## config.mk

```make
export PLATFORM = sky130hd
export DESIGN_NAME = demux_1_4_stream_flat
export DESIGN_NICKNAME = d
export VERILOG_FILES = /design/src/rtl/demux_1_4_stream_if.sv /design/src/rtl/demux_1_4_stream.sv /design/src/flat_wrapper.sv
export SDC_FILE = /design/constraint.sdc
export NUM_CORES = 1
export LEC_CHECK = 0
export CAP_MARGIN = 20
export CORE_UTILIZATION = 30
export DETAILED_ROUTE_END_ITERATION = 7
export MAX_ROUTING_LAYER = met4
export PLACE_DENSITY = 0.56
export SKIP_LAST_GASP = 1
export SYNTH_ARGS = -nofsm -noshare
export SYNTH_HDL_FRONTEND = slang
export SYNTH_SLANG_ARGS = --single-unit
```

## constraint.sdc

```tcl
create_clock -name clk -period 2.2 [get_ports clk]
set_clock_uncertainty 0.05 [all_clocks]
set_input_delay 0.22 -clock clk [delete_from_list [all_inputs] [get_ports clk]]
set_output_delay 0.22 -clock clk [all_outputs]
set_load 0.005 [all_outputs]
```

## src/rtl/demux_1_4_stream_if.sv

```systemverilog
// demux_1_4_stream_if: handshake bundle for the 1:4 stream demultiplexer.
// The out_cnt bundle member exists only when DEMUX_STREAM_CNT_EN is defined.
interface demux_1_4_stream_if #(
  parameter int unsigned WIDTH = 4,
  parameter int unsigned CNT_W = 8
);
  logic               in_valid;
  logic               in_ready;
  logic [WIDTH-1:0]   in_data;
  logic [1:0]         in_sel;
  logic               in_bcast;
  logic [3:0]         out_valid;
  logic [3:0]         out_ready;
  logic [4*WIDTH-1:0] out_data;
`ifdef DEMUX_STREAM_CNT_EN
  logic [4*CNT_W-1:0] out_cnt;
`endif

  // Both widths must be at least one bit.
  if (WIDTH < 1 || CNT_W < 1) begin : g_bad_param
    $error("demux_1_4_stream_if: WIDTH and CNT_W must be >= 1");
  end

  // Upstream producer / downstream consumers side.
  modport master (
    output in_valid, in_data, in_sel, in_bcast, out_ready,
    input  in_ready, out_valid, out_data
`ifdef DEMUX_STREAM_CNT_EN
    , input out_cnt
`endif
  );

  // Demultiplexer side.
  modport slave (
    input  in_valid, in_data, in_sel, in_bcast, out_ready,
    output in_ready, out_valid, out_data
`ifdef DEMUX_STREAM_CNT_EN
    , output out_cnt
`endif
  );
endinterface

```

## src/rtl/demux_1_4_stream.sv

```systemverilog
// demux_1_4_stream: registered 1:4 valid/ready demultiplexer with unicast
// or atomic broadcast delivery; one-entry output slot per channel.
// Optional feature macro: DEMUX_STREAM_CNT_EN (per-channel saturating
// transfer counters on out_cnt).
module demux_1_4_stream #(
  parameter int unsigned WIDTH = 4,
  parameter int unsigned CNT_W = 8
) (
  input logic               clk,
  input logic               rst_n,
  demux_1_4_stream_if.slave bus
);

  if (WIDTH < 1 || CNT_W < 1) begin : g_bad_param
    $error("demux_1_4_stream: WIDTH and CNT_W must be >= 1");
  end

  logic [3:0]         valid_q, valid_d;
  logic [4*WIDTH-1:0] data_q, data_d;
  logic [3:0]         can_take;
  logic [3:0]         target;
  logic [3:0]         load;
  logic [3:0]         pop;
  logic               accept;

  // A slot can take a word when empty or draining on this edge; broadcast
  // needs all four so that delivery is all-or-nothing.
  always_comb begin
    can_take     = ~valid_q | bus.out_ready;
    bus.in_ready = bus.in_bcast ? (&can_take) : can_take[bus.in_sel];
    target       = bus.in_bcast ? 4'b1111 : (4'b0001 << bus.in_sel);
    accept       = bus.in_valid & bus.in_ready;
    load         = accept ? target : '0;
    pop          = valid_q & bus.out_ready;
  end

  // Per-channel next state: load beats pop, so pop+load keeps the slot full.
  always_comb begin
    valid_d = valid_q;
    data_d  = data_q;
    for (int unsigned k = 0; k < 4; k++) begin
      if (load[k]) begin
        valid_d[k]                = 1'b1;
        data_d[k*WIDTH +: WIDTH]  = bus.in_data;
      end else if (pop[k]) begin
        valid_d[k] = 1'b0;
      end
    end
  end

  // Output slot registers.
  always_ff @(posedge clk or negedge rst_n) begin
    if (!rst_n) begin
      valid_q <= '0;
      data_q  <= '0;
    end else begin
      valid_q <= valid_d;
      data_q  <= data_d;
    end
  end

  assign bus.out_valid = valid_q;
  assign bus.out_data  = data_q;

`ifdef DEMUX_STREAM_CNT_EN
  logic [4*CNT_W-1:0] cnt_q, cnt_d;

  // Count output handshakes per channel, saturating at all-ones.
  always_comb begin
    cnt_d = cnt_q;
    for (int unsigned k = 0; k < 4; k++) begin
      if (pop[k] && (cnt_q[k*CNT_W +: CNT_W] != '1)) begin
        cnt_d[k*CNT_W +: CNT_W] = cnt_q[k*CNT_W +: CNT_W] + 1'b1;
      end
    end
  end

  // Transfer counter registers, cleared only by reset.
  always_ff @(posedge clk or negedge rst_n) begin
    if (!rst_n) begin
      cnt_q <= '0;
    end else begin
      cnt_q <= cnt_d;
    end
  end

  assign bus.out_cnt = cnt_q;
`endif

endmodule

```

## src/flat_wrapper.sv

```systemverilog
// flat-port wrapper written by rule: the top's interface ports become plain ports
module demux_1_4_stream_flat 
#(
  parameter int unsigned WIDTH = 4,
  parameter int unsigned CNT_W = 8
)
  (clk, rst_n, bus_in_valid, bus_in_data, bus_in_sel, bus_in_bcast, bus_out_ready, bus_in_ready, bus_out_valid, bus_out_data);
  demux_1_4_stream_if #(.WIDTH(WIDTH), .CNT_W(CNT_W)) bus_i ();
  input logic clk;
  input logic rst_n;
  input wire logic [$bits(bus_i.in_valid)-1:0] bus_in_valid;
  input wire logic [$bits(bus_i.in_data)-1:0] bus_in_data;
  input wire logic [$bits(bus_i.in_sel)-1:0] bus_in_sel;
  input wire logic [$bits(bus_i.in_bcast)-1:0] bus_in_bcast;
  input wire logic [$bits(bus_i.out_ready)-1:0] bus_out_ready;
  output wire logic [$bits(bus_i.in_ready)-1:0] bus_in_ready;
  output wire logic [$bits(bus_i.out_valid)-1:0] bus_out_valid;
  output wire logic [$bits(bus_i.out_data)-1:0] bus_out_data;
  assign bus_i.in_valid = bus_in_valid;
  assign bus_i.in_data = bus_in_data;
  assign bus_i.in_sel = bus_in_sel;
  assign bus_i.in_bcast = bus_in_bcast;
  assign bus_i.out_ready = bus_out_ready;
  assign bus_in_ready = bus_i.in_ready;
  assign bus_out_valid = bus_i.out_valid;
  assign bus_out_data = bus_i.out_data;
  demux_1_4_stream #(.WIDTH(WIDTH), .CNT_W(CNT_W)) u_core (.clk(clk), .rst_n(rst_n), .bus(bus_i));
endmodule
```

==> results.json <==
{
  "status": "complete, no violations",
  "tightest_slew_ns": 0.393,
  "dp_hpwl_mm": 1.50,
  "syn_avg_cell_area_um2": 15.4,
  "hold_class": "in -> async",
  "htreeDepth": 1,
  "antenna_found_initial": 0,
  "via_count": 657,
  "cts_buffers": 3,
  "path_cells": "or2b_4 > o221ai_4 > nor3_2 > clkdlybuf4s50_1",
  "io_pins": 35,
  "diodes": 0,
  "critical-path-slowest-cell": "clkdlybuf4s50_1",
  "ff2ff_setup_slack_ns": 0.34,
  "cp-end-kind": "primary output",
  "period_needed_ns": 2.08,
  "synth_area_leaders": "dfrtp_1 51%, mux2_1 16%, a221oi_4 8.0%",
  "overflow": 0,
  "nFillCells": 304,
  "netlist_instances": 64,
  "initial_utilization_pct": 32.1,
  "fmax_mhz": 482,
  "place_inst": 147,
  "ctsHoldBuffers": 0,
  "rsz0062_at_grt": "false",
  "tns_ns": 0,
  "critPathLaunchType": "flop",
  "p_leak_uw": 0.000641,
  "dr.pass1.iters": 2,
  "final_antenna_net_count": 0,
  "grt_pass1_wl_mm": 3.28,
  "die_h_um": 59.4,
  "grt_pass1_vias": 714,
  "cts_setup_buffers": 0,
  "area_growth_syn_to_layout_pct": 50.2,
  "vias_per_cell": 4.35,
  "gp_congestion": 0.755,
  "worstPathMaxFanout": 4,
  "die_x_um": 59.4,
  "crit_end": "bus_in_ready",
  "rows": 20,
  "register_area_um2": 500,
  "netlist.area_leader.share_pct": 50.7,
  "die-area_um2": 3520,
  "yosys_warnings": 0,
  "cpPeakStageDelay_ns": 0.51,
  "wire_per_inst_um": 12.9,
  "worst_r2r_endpoint": "u_core.bus.out_data[14]",
  "final_hold_viol_count": 0,
  "numPortBuffers": 34,
  "setup_viol": 0,
  "cts_sinks": 20,
  "root_buffer": "clkbuf_4",
  "worstPathRequired_ns": 1.93,
  "drive_above_1_share_pct": 22.4,
  "grt_max_degree": 21,
  "synth.ff_latch_count": 20,
  "clock_latency_ns": 0.29,
  "layoutNonFillerInstCount": 151,
  "cp.arrival_ns": 1.81,
  "grt_util_all_layers_pct": 13.0,
  "max_cap_violations": 0,
  "drc": 0,
  "yosysSeqAreaShare_pct": 50.7,
  "clk_path_buf_depth": 2,
  "critPathTopFamily": "buffers and inverters",
  "timing_max_transition_violations_final": 0,
  "r2r_cells": 5,
  "cts.clk_slew.worst_paths_ns": 0.11,
  "drtIter0Drc": 15,
  "core_area_um2": 3080,
  "netlist_area_um2": 987,
  "layout.nets": 122,
  "peakVddDrop_v": 0.000383,
  "cp.depth": 4,
  "synth_top_area_cell": "dfrtp_1",
  "relSlewSlack_pct": 73.8,
  "routed_wl_mm": 1.95,
  "critPathLaunch": "u_core.bus.out_valid[3]",
  "synth_nets": 78,
  "crit_buf_inv": 1,
  "critical_path_class": "reg -> out",
  "synth.distinct_cells": 19,
  "min_period_over_period_pct": 94.4,
  "cts_tree": "done",
  "p_per_area_nw_per_um2": 871,
  "reg2reg_from": "u_core.bus.out_valid[3]",
  "multi_input_area_um2": 489
}
## state kept, by name, indices dropped and copies added, names as in the netlist
signal and flops:
u_core.bus.out_data 16, u_core.bus.out_valid 4
## metal layers
| metal | track usage (%) | routed length [um] | part of all wire [%] | vias up |
|---|---|---|---|---|
| li1 | - | - | - | 318 |
| met1 | 17.8 | 929 | 48 | 314 |
| met2 | 19.6 | 892 | 46 | 23 |
| met3 | 1.97 | 122 | 6.3 | 2 |
| met4 | 4.08 | 6 | 0.31 | 0 |
| met5 | - | 0 | 0 | - |
## where the power goes
part	internal, uW	switching [uW]	leakage (uW)
Clock	101	104	0.0000210
Combinational	355	178	0.000384
Sequential	486	67.1	0.000237
Total	942	349	0.000641
## kinds of logic after synthesis
| logic type | Yosys count | synth area share (%) |
|---|---|---|
| buffers and inverters | 5 | 1.90 |
| DFF | 20 | 50.7 |
| muxes | 16 | 18.3 |
| and+or+nand+nor | 10 | 9.25 |
| AOI/OAI and AO/OA | 13 | 19.9 |
## area by class of cell
type / count / area share [%]
flip-flops and latches: 20 / 33.8
multi-input cells: 39 / 33.0
repair buffers: 39 / 25.8
well taps: 44 / 3.71
clock buffers: 4 / 2.45
inverters: 5 / 1.27
## worst min-delay path by stage
stage	startpoint	end	slack, ns	cells after the start
detailed placement	u_core.bus.out_data[12]	u_core.bus.out_data[12]	0.42	1
global route	rst_n	u_core.bus.out_data[2]	0.21	2
global placement	u_core.bus.out_data[15]	u_core.bus.out_data[15]	0.42	1
finish	rst_n	u_core.bus.out_data[10]	0.20	2
CTS	rst_n	u_core.bus.out_data[10]	0.20	2
floorplan	rst_n	u_core.bus.out_data[0]	-0.13	0
## cell usage after synthesis
cell type and count:
dfrtp_1 20, mux2_1 14, a21o_1 4, inv_1 4
a221oi_4 3, nand2b_1 3, a21oi_1 2, mux2_2 2
or2b_4 2, a211oi_4 1, clkinv_1 1, nand2_1 1
nand2b_2 1, nand4_4 1, nand4bb_1 1, nor3_1 1
o211ai_4 1, o21ba_2 1, o221ai_4 1
## placed cells by master, fill, tap and decap left out
cell type         n
clkdlybuf4s50_1  32
dfrtp_1          20
mux2_1           14
buf_4             5
inv_1             4
a21o_1            4
nand2b_1          3
a221oi_4          3
clkbuf_4          3
or2b_4            2
a21oi_1           2
mux2_2            2
dlymetal6s2s_1    2
o21ba_2           1
nand2_1           1
nand4bb_4         1
o221ai_4          1
clkinv_1          1
nand2b_2          1
nor3_2            1
o211ai_4          1
nand4_4           1
a211oi_4          1
clkbuf_8          1
## what timing repair did
| item | CTS | global route |
|---|---|---|
| endpoints found under the hold margin | 0 | 0 |
| setup endpoints to repair | 0 | 1 |
| resized for setup | 0 | 4 |
## per-stage QoR
step	total power (uW)	cell area [um^2]	hold WS, ns	utilization (%)	setup WS [ns]
floorplan	757	987	-0.126	-	0.497
global placement	1090	1420	0.421	46.1	0.0120
detailed placement	1090	1420	0.424	46.1	-0.0449
CTS	1310	1460	0.198	47.3	0.0253
global route	1380	1480	0.211	48.2	0.0173
finish	1290	1480	0.200	48.2	0.124
Note: power is estimated with default switching activity, not from simulation.
